==> src/rtl/gshare_update_ctrl_if.sv <==
// Signal bundle between the gshare update controller and its neighbours:
// fetch-side predict handshake, resolve handshake, PHT read/write ports and
// statistics outputs. The controller uses the slave modport.
interface gshare_update_ctrl_if #(
  parameter int DW  = 4,
  parameter int PCW = 32
);
  // predict side
  logic           pred_valid;
  logic [PCW-1:0] pred_pc;
  logic           pred_ready;
  logic           pred_taken;
  // resolve side
  logic           res_valid;
  logic           res_taken;
  logic           res_ready;
  logic           mispredict;
  // pattern_state_table side
  logic [DW-1:0]  Raddr;
  logic [1:0]     state_for_pred;
  logic [DW-1:0]  Waddr;
  logic [1:0]     current_state;
  logic [1:0]     next_state;
  logic           en_taken;
  // statistics
  logic [15:0]    stat_branches;
  logic [15:0]    stat_mispred;

  modport slave (
    input  pred_valid, pred_pc, state_for_pred, res_valid, res_taken, current_state,
    output pred_ready, pred_taken, Raddr, res_ready, Waddr, next_state, en_taken,
           mispredict, stat_branches, stat_mispred
  );

  modport master (
    output pred_valid, pred_pc, state_for_pred, res_valid, res_taken, current_state,
    input  pred_ready, pred_taken, Raddr, res_ready, Waddr, next_state, en_taken,
           mispredict, stat_branches, stat_mispred
  );
endinterface

==> src/rtl/gshare_update_ctrl.sv <==
// gshare predict/update controller for pattern_state_table.
// Predict: index = pc[DW+1:2] ^ speculative GHR; each accepted prediction is
// queued with its index, predicted direction and GHR checkpoint.
// Update: in-order resolutions run IDLE -> READ -> WRITE, a read-modify-write
// of the 2-bit saturating counter. A wrong prediction flushes the queue and
// rebuilds the GHR from the head checkpoint plus the real outcome.
// Optional feature macro: PRED_STATS_EN (resolved / mispredicted counters).
module gshare_update_ctrl #(
  parameter int DW  = 4,
  parameter int QD  = 4,
  parameter int PCW = 32
) (
  input  logic clk,
  input  logic reset_n,
  gshare_update_ctrl_if.slave bus
);

  localparam int AW = $clog2(QD);
  localparam logic [AW:0] QD_CNT = (AW+1)'(QD);

  typedef enum logic [1:0] {IDLE, READ, WRITE} state_t;

  typedef struct packed {
    logic [DW-1:0] idx;
    logic          pred;
    logic [DW-1:0] ghr;
  } entry_t;

  state_t        state, state_nxt;
  entry_t        q_mem [QD];
  entry_t        head;
  logic [AW-1:0] wr_ptr, rd_ptr;
  logic [AW:0]   count;
  logic [DW-1:0] ghr;
  logic [DW-1:0] waddr_q;
  logic          taken_q;
  logic          full, empty, push, pop, flush, res_accept;
  logic          res_ready_c, en_taken_c;
  logic [1:0]    next_state_c;

  // Only pc[DW+1:2] feeds the index; remaining PC bits are intentionally unused.
  logic unused_pc_bits;
  assign unused_pc_bits = ^{bus.pred_pc[PCW-1:DW+2], bus.pred_pc[1:0]};

  function automatic logic [1:0] sat_update(input logic [1:0] cur, input logic tk);
    if (tk) return (cur == 2'b11) ? 2'b11 : cur + 2'b01;
    else    return (cur == 2'b00) ? 2'b00 : cur - 2'b01;
  endfunction

  assign head       = q_mem[rd_ptr];
  assign full       = (count == QD_CNT);
  assign empty      = (count == '0);
  assign push       = bus.pred_valid & bus.pred_ready;
  assign pop        = (state == WRITE);
  assign res_accept = bus.res_valid & res_ready_c;

  assign bus.Raddr      = bus.pred_pc[DW+1:2] ^ ghr;
  assign bus.pred_taken = bus.state_for_pred[1];
  assign bus.pred_ready = ~full & ~flush;
  assign bus.res_ready  = res_ready_c;
  assign bus.Waddr      = waddr_q;
  assign bus.en_taken   = en_taken_c;
  assign bus.next_state = next_state_c;
  assign bus.mispredict = flush;

  // Update FSM: next state and PHT write-side outputs.
  always_comb begin
    // NOTE: every combinational output gets a default first, so no path leaves it unassigned and no latch is inferred.
    state_nxt    = state;
    res_ready_c  = 1'b0;
    en_taken_c   = 1'b0;
    next_state_c = 2'b00;
    flush        = 1'b0;
    unique case (state)
      IDLE: begin
        res_ready_c = ~empty;
        if (bus.res_valid && !empty) state_nxt = READ;
      end
      READ:  state_nxt = WRITE;
      WRITE: begin
        en_taken_c   = 1'b1;
        next_state_c = sat_update(bus.current_state, taken_q);
        flush        = (taken_q != head.pred);
        state_nxt    = IDLE;
      end
      default: state_nxt = IDLE;
    endcase
  end

  // FSM state, update index and latched outcome.
  always_ff @(posedge clk or negedge reset_n) begin
    // NOTE: sequential state uses non-blocking assignments so every flop samples pre-edge values.
    if (!reset_n) begin
      state   <= IDLE;
      waddr_q <= '0;
      taken_q <= 1'b0;
    end else begin
      state <= state_nxt;
      if (res_accept) begin
        waddr_q <= head.idx;
        taken_q <= bus.res_taken;
      end
    end
  end

  // Queue pointers and occupancy; a flush empties the queue.
  always_ff @(posedge clk or negedge reset_n) begin
    if (!reset_n) begin
      wr_ptr <= '0;
      rd_ptr <= '0;
      count  <= '0;
    end else if (flush) begin
      wr_ptr <= '0;
      rd_ptr <= '0;
      count  <= '0;
    end else begin
      if (push) wr_ptr <= wr_ptr + AW'(1);
      if (pop)  rd_ptr <= rd_ptr + AW'(1);
      unique case ({push, pop})
        2'b10:   count <= count + (AW+1)'(1);
        2'b01:   count <= count - (AW+1)'(1);
        default: count <= count;
      endcase
    end
  end

  // Queue storage.
  always_ff @(posedge clk) begin
    // NOTE: entries are not reset; count/pointers decide validity, so stale contents are never observed.
    if (push) q_mem[wr_ptr] <= '{idx: bus.Raddr, pred: bus.pred_taken, ghr: ghr};
  end

  // Speculative global history; a mispredict restores the head checkpoint.
  always_ff @(posedge clk or negedge reset_n) begin
    if (!reset_n)   ghr <= '0;
    else if (flush) ghr <= {head.ghr[DW-2:0], taken_q};
    else if (push)  ghr <= {ghr[DW-2:0], bus.pred_taken};
  end

`ifdef PRED_STATS_EN
  logic [15:0] stat_br_q, stat_mp_q;

  // Saturating resolved-branch and mispredict counters.
  always_ff @(posedge clk or negedge reset_n) begin
    if (!reset_n) begin
      stat_br_q <= '0;
      stat_mp_q <= '0;
    end else begin
      if (pop && stat_br_q != 16'hFFFF)   stat_br_q <= stat_br_q + 16'd1;
      if (flush && stat_mp_q != 16'hFFFF) stat_mp_q <= stat_mp_q + 16'd1;
    end
  end

  assign bus.stat_branches = stat_br_q;
  assign bus.stat_mispred  = stat_mp_q;
`else
  assign bus.stat_branches = 16'd0;
  assign bus.stat_mispred  = 16'd0;
`endif

endmodule

==> src/flat_wrapper.sv <==
// flat-port wrapper written by rule: the top's interface ports become plain ports
module gshare_update_ctrl_flat 
#(
  parameter int DW  = 4,
  parameter int QD  = 4,
  parameter int PCW = 32
)
  (clk, reset_n, bus_pred_valid, bus_pred_pc, bus_state_for_pred, bus_res_valid, bus_res_taken, bus_current_state, bus_pred_ready, bus_pred_taken, bus_Raddr, bus_res_ready, bus_Waddr, bus_next_state, bus_en_taken, bus_mispredict, bus_stat_branches, bus_stat_mispred);
  gshare_update_ctrl_if #(.DW(DW), .PCW(PCW)) bus_i ();
  input  logic clk;
  input  logic reset_n;
  input wire logic [$bits(bus_i.pred_valid)-1:0] bus_pred_valid;
  input wire logic [$bits(bus_i.pred_pc)-1:0] bus_pred_pc;
  input wire logic [$bits(bus_i.state_for_pred)-1:0] bus_state_for_pred;
  input wire logic [$bits(bus_i.res_valid)-1:0] bus_res_valid;
  input wire logic [$bits(bus_i.res_taken)-1:0] bus_res_taken;
  input wire logic [$bits(bus_i.current_state)-1:0] bus_current_state;
  output wire logic [$bits(bus_i.pred_ready)-1:0] bus_pred_ready;
  output wire logic [$bits(bus_i.pred_taken)-1:0] bus_pred_taken;
  output wire logic [$bits(bus_i.Raddr)-1:0] bus_Raddr;
  output wire logic [$bits(bus_i.res_ready)-1:0] bus_res_ready;
  output wire logic [$bits(bus_i.Waddr)-1:0] bus_Waddr;
  output wire logic [$bits(bus_i.next_state)-1:0] bus_next_state;
  output wire logic [$bits(bus_i.en_taken)-1:0] bus_en_taken;
  output wire logic [$bits(bus_i.mispredict)-1:0] bus_mispredict;
  output wire logic [$bits(bus_i.stat_branches)-1:0] bus_stat_branches;
  output wire logic [$bits(bus_i.stat_mispred)-1:0] bus_stat_mispred;
  assign bus_i.pred_valid = bus_pred_valid;
  assign bus_i.pred_pc = bus_pred_pc;
  assign bus_i.state_for_pred = bus_state_for_pred;
  assign bus_i.res_valid = bus_res_valid;
  assign bus_i.res_taken = bus_res_taken;
  assign bus_i.current_state = bus_current_state;
  assign bus_pred_ready = bus_i.pred_ready;
  assign bus_pred_taken = bus_i.pred_taken;
  assign bus_Raddr = bus_i.Raddr;
  assign bus_res_ready = bus_i.res_ready;
  assign bus_Waddr = bus_i.Waddr;
  assign bus_next_state = bus_i.next_state;
  assign bus_en_taken = bus_i.en_taken;
  assign bus_mispredict = bus_i.mispredict;
  assign bus_stat_branches = bus_i.stat_branches;
  assign bus_stat_mispred = bus_i.stat_mispred;
  gshare_update_ctrl #(.DW(DW), .QD(QD), .PCW(PCW)) u_core (.clk(clk), .reset_n(reset_n), .bus(bus_i));
endmodule
==> config.mk <==
export PLATFORM = sky130hd
export DESIGN_NAME = gshare_update_ctrl_flat
export DESIGN_NICKNAME = d
export VERILOG_FILES = /design/src/rtl/gshare_update_ctrl_if.sv /design/src/rtl/gshare_update_ctrl.sv /design/src/flat_wrapper.sv
export SDC_FILE = /design/constraint.sdc
export NUM_CORES = 1
export LEC_CHECK = 0
export ABC_AREA = 1
export BUFFER_PORTS_ARGS = -buffer_cell sky130_fd_sc_hd__buf_2
export CELL_PAD_IN_SITES_DETAIL_PLACEMENT = 1
export CELL_PAD_IN_SITES_GLOBAL_PLACEMENT = 1
export CORE_AREA = 2 2 95 97
export CTS_CLUSTER_DIAMETER = 120
export DETAILED_ROUTE_END_ITERATION = 16
export DIE_AREA = 0 0 97 99
export MAX_ROUTING_LAYER = met4
export PLACE_DENSITY_LB_ADDON = 0.15
export SLEW_MARGIN = 25
export SYNTH_ARGS = -nofsm -noshare
export SYNTH_HDL_FRONTEND = slang
export SYNTH_SLANG_ARGS = --single-unit
==> constraint.sdc <==
create_clock -name clk -period 4.7 [get_ports clk]
set_input_delay 1.175 -clock clk [delete_from_list [all_inputs] [get_ports clk]]
set_output_delay 1.175 -clock clk [all_outputs]
set_load 0.1 [all_outputs]
==> flow_summary.toml <==
[run_status]
status = "complete, no violations"

[synth]
synth_cell_types = 28
synth.ff_latch_count = 50
yosysWarnings = 0
synthArstFlopShare = 0.360
synth_edf_count = 32
syn_inst = 245
synth.most_common_cell = "nor2_1"
synth_area_leader_cell = "edfxtp_1"
syn_area_mm2 = 0.00252
avgSynthCellArea_um2 = 10.3
yosys_most_used_dff = "edfxtp_1"
seq_area_frac_synth = 0.561
synth_commonest_cells = "nor2_1 (48), buf_4 (35), edfxtp_1 (32)"
synth_area_leaders = "edfxtp_1 (38%), dfrtp_1 (18%), buf_4 (10%), nor2_1 (7.2%), nand2_1 (4.3%)"
yosysTopAreaCellShare = 0.382

[place]
gp_congestion = 0.683
hpwl_um = 3590
io_buffers = 26

[hold_path]
hp-start = "u_core.state[1]"
min-delay-path-class = "register to register"

[clocking]
cts_tree = "yes"
cts_root_buffer = "clkbuf_8"
cts_max_level = 2
cts_resized = 0
worstSkewPairLatency_ps = 310
cts_sinks = 50
numCtsBuffers = 5
cts.clk_slew.worst_paths_ps = 100
cts.hold.buffers_added = 0
cts_setup_buffers = 0
cts_buffer_depth = 2

[sta]
maxSlewViolCount = 0
rsz0062_at_grt = "false"
skew_ps = 11.1
period_share = 0.746
max_freq_mhz = 285
min_period_ps = 3510
fin_setup_tns_ps = 0
setup_violations = 0
hold_viol = 0
worst_slew_pin_slew_ps = 845
whs_ps = 486
maxSlewHeadroom = 0.434

[critical_path]
slowest_stage = "dfrtp_1"
crit_fanout = 12
end_kind = "output pin"
cp.required_ps = 3520
regToRegStartpoint = "u_core.rd_ptr[0]"
cpMostUsedCell = "nand3_2"
max_stage_delay_ps = 560
critPathLaunchType = "register"
crit_chain = "buf_4 -> nand2_1 -> nand3_2 -> nand3_2 -> nand2_4 -> buf_2"
startpoint = "u_core.rd_ptr[0]"
cp.arrival_ps = 2330
cp_top_family = "simple AND/OR/NAND/NOR gates"
crit_type = "register to output pin"
path_buf_inv = 2

[die]
io_pins = 88
fp.dieW_um = 97
core_area_mm2 = 0.00855
fp.dieArea_mm2 = 0.00960
dieHeight_um = 99
placementRows = 34
initial_core_util = 0.294

[finish]
n_antenna_cell = 0
fin_nets = 316
regArea_mm2 = 0.00141
n_fill_cell = 989
multi_input_area_um2 = 863
syn_to_final_growth_pct = 7.26
drive_above_1_share = 0.167

[route]
firstDrtPassIters = 4
vias = 1599
drt-wirelength-per-cell_um = 13.6
first_iter_violations = 47
drt_wl_total_um = 5150
final_antenna_net_count = 0
vias_per_cell = 4.23
drc = 0

[global_routing]
grt_pass1_vias = 1448
grt_max_degree = 19
use_met2 = 0.167
grt-ovfl-total = 0
grt.busiest_layer = "met2"
grt_antenna_before_repair = 0
use_met1 = 0.159
grt_pass1_wl_um = 8240
grtUsageTotal = 0.116
use_met3 = 0.0305

[run]
max_cap_viol_count = 0
## path summary, 6_finish.rpt
path | endpoint | slack, ps | cells past startpoint
min | u_core.state[1] | 490 | 1
min in group asynchronous | u_core.bus.Waddr[2] | 810 | 1
min reg2reg | u_core.state[1] | 490 | 1
max | bus_mispredict | 1190 | 6
max in group asynchronous | u_core.bus.Waddr[3] | 3540 | 1
max reg2reg | u_core.count[2] | 1850 | 13
## cells in the final DEF, fill, tap and decap left out, types with 4 or more instances in the layout
cell | netlist | layout
nand2_1 | 29 | 29
conb_1 | 1 | 32
ha_1 | 5 | 5
edfxtp_1 | 32 | 32
clkbuf_8 | 0 | 5
xor2_1 | 7 | 7
nand3_1 | 4 | 4
a31oi_1 | 4 | 4
buf_2 | 3 | 26
nor2_1 | 48 | 48
o2111ai_1 | 6 | 6
dfrtp_1 | 18 | 18
inv_1 | 11 | 11
o21ai_0 | 18 | 18
## state kept, by name, summed over array words and instances, names as in the netlist
register / flops
u_core.q_mem: 32
u_core.bus.Waddr: 4
u_core.ghr: 4
u_core.count: 3
u_core.rd_ptr: 2
u_core.state: 2
u_core.wr_ptr: 2
u_core.taken_q: 1
## worst register-to-register path, stage by stage (launching register included)
cell and delay, ps:
dfrtp_1 520, buf_4 250, nand2_1 90, nand3_2 100
nand3_2 250, nand2_4 180, nor2_2 130, nand2_1 130
ha_1 250, fa_1 390, a21oi_1 140, o21ai_0 110
xor2_1 150, nor2_1 50
## final cells by class
| class | instances | share of cell area |
|---|---|---|
| clock buffer | 5 | 0.0255 |
| timing repair buffer | 27 | 0.0510 |
| tap | 108 | 0.0500 |
| inverter | 14 | 0.0204 |
| clock inverter | 3 | 0.0107 |
| sequential | 50 | 0.523 |
| multi-input combinational | 171 | 0.320 |
## layer usage
metal,part of all wire,routed length (um)
met1,0.49,2520
met2,0.45,2330
met3,0.043,223
met4,0.014,73
met5,0,0
## stage by stage
stage | utilization | setup WS (ps) | cell area [um2] | instances
4_1_cts | 0.316 | 1140 | 2700 | 378
5_1_grt | 0.316 | 999 | 2700 | 378
6_report | 0.316 | 1190 | 2700 | 378
3_3_place_gp | 0.304 | 1400 | 2600 | 370
3_5_place_dp | 0.304 | 1380 | 2600 | 370
2_1_floorplan | - | 598 | 2630 | 276
## cell families after synthesis
group,synth area share
AOI/OAI and AO/OA,0.0795
buffers and inverters,0.143
other,0.00149
and+or+nand+nor,0.155
muxes,0.00398
xor gates and xnor gates,0.0244
DFF,0.561
adders and majority gates,0.0328
Power is not shown: default switching activity piles up to over one toggle a cycle in this logic, so the estimate is an artifact.
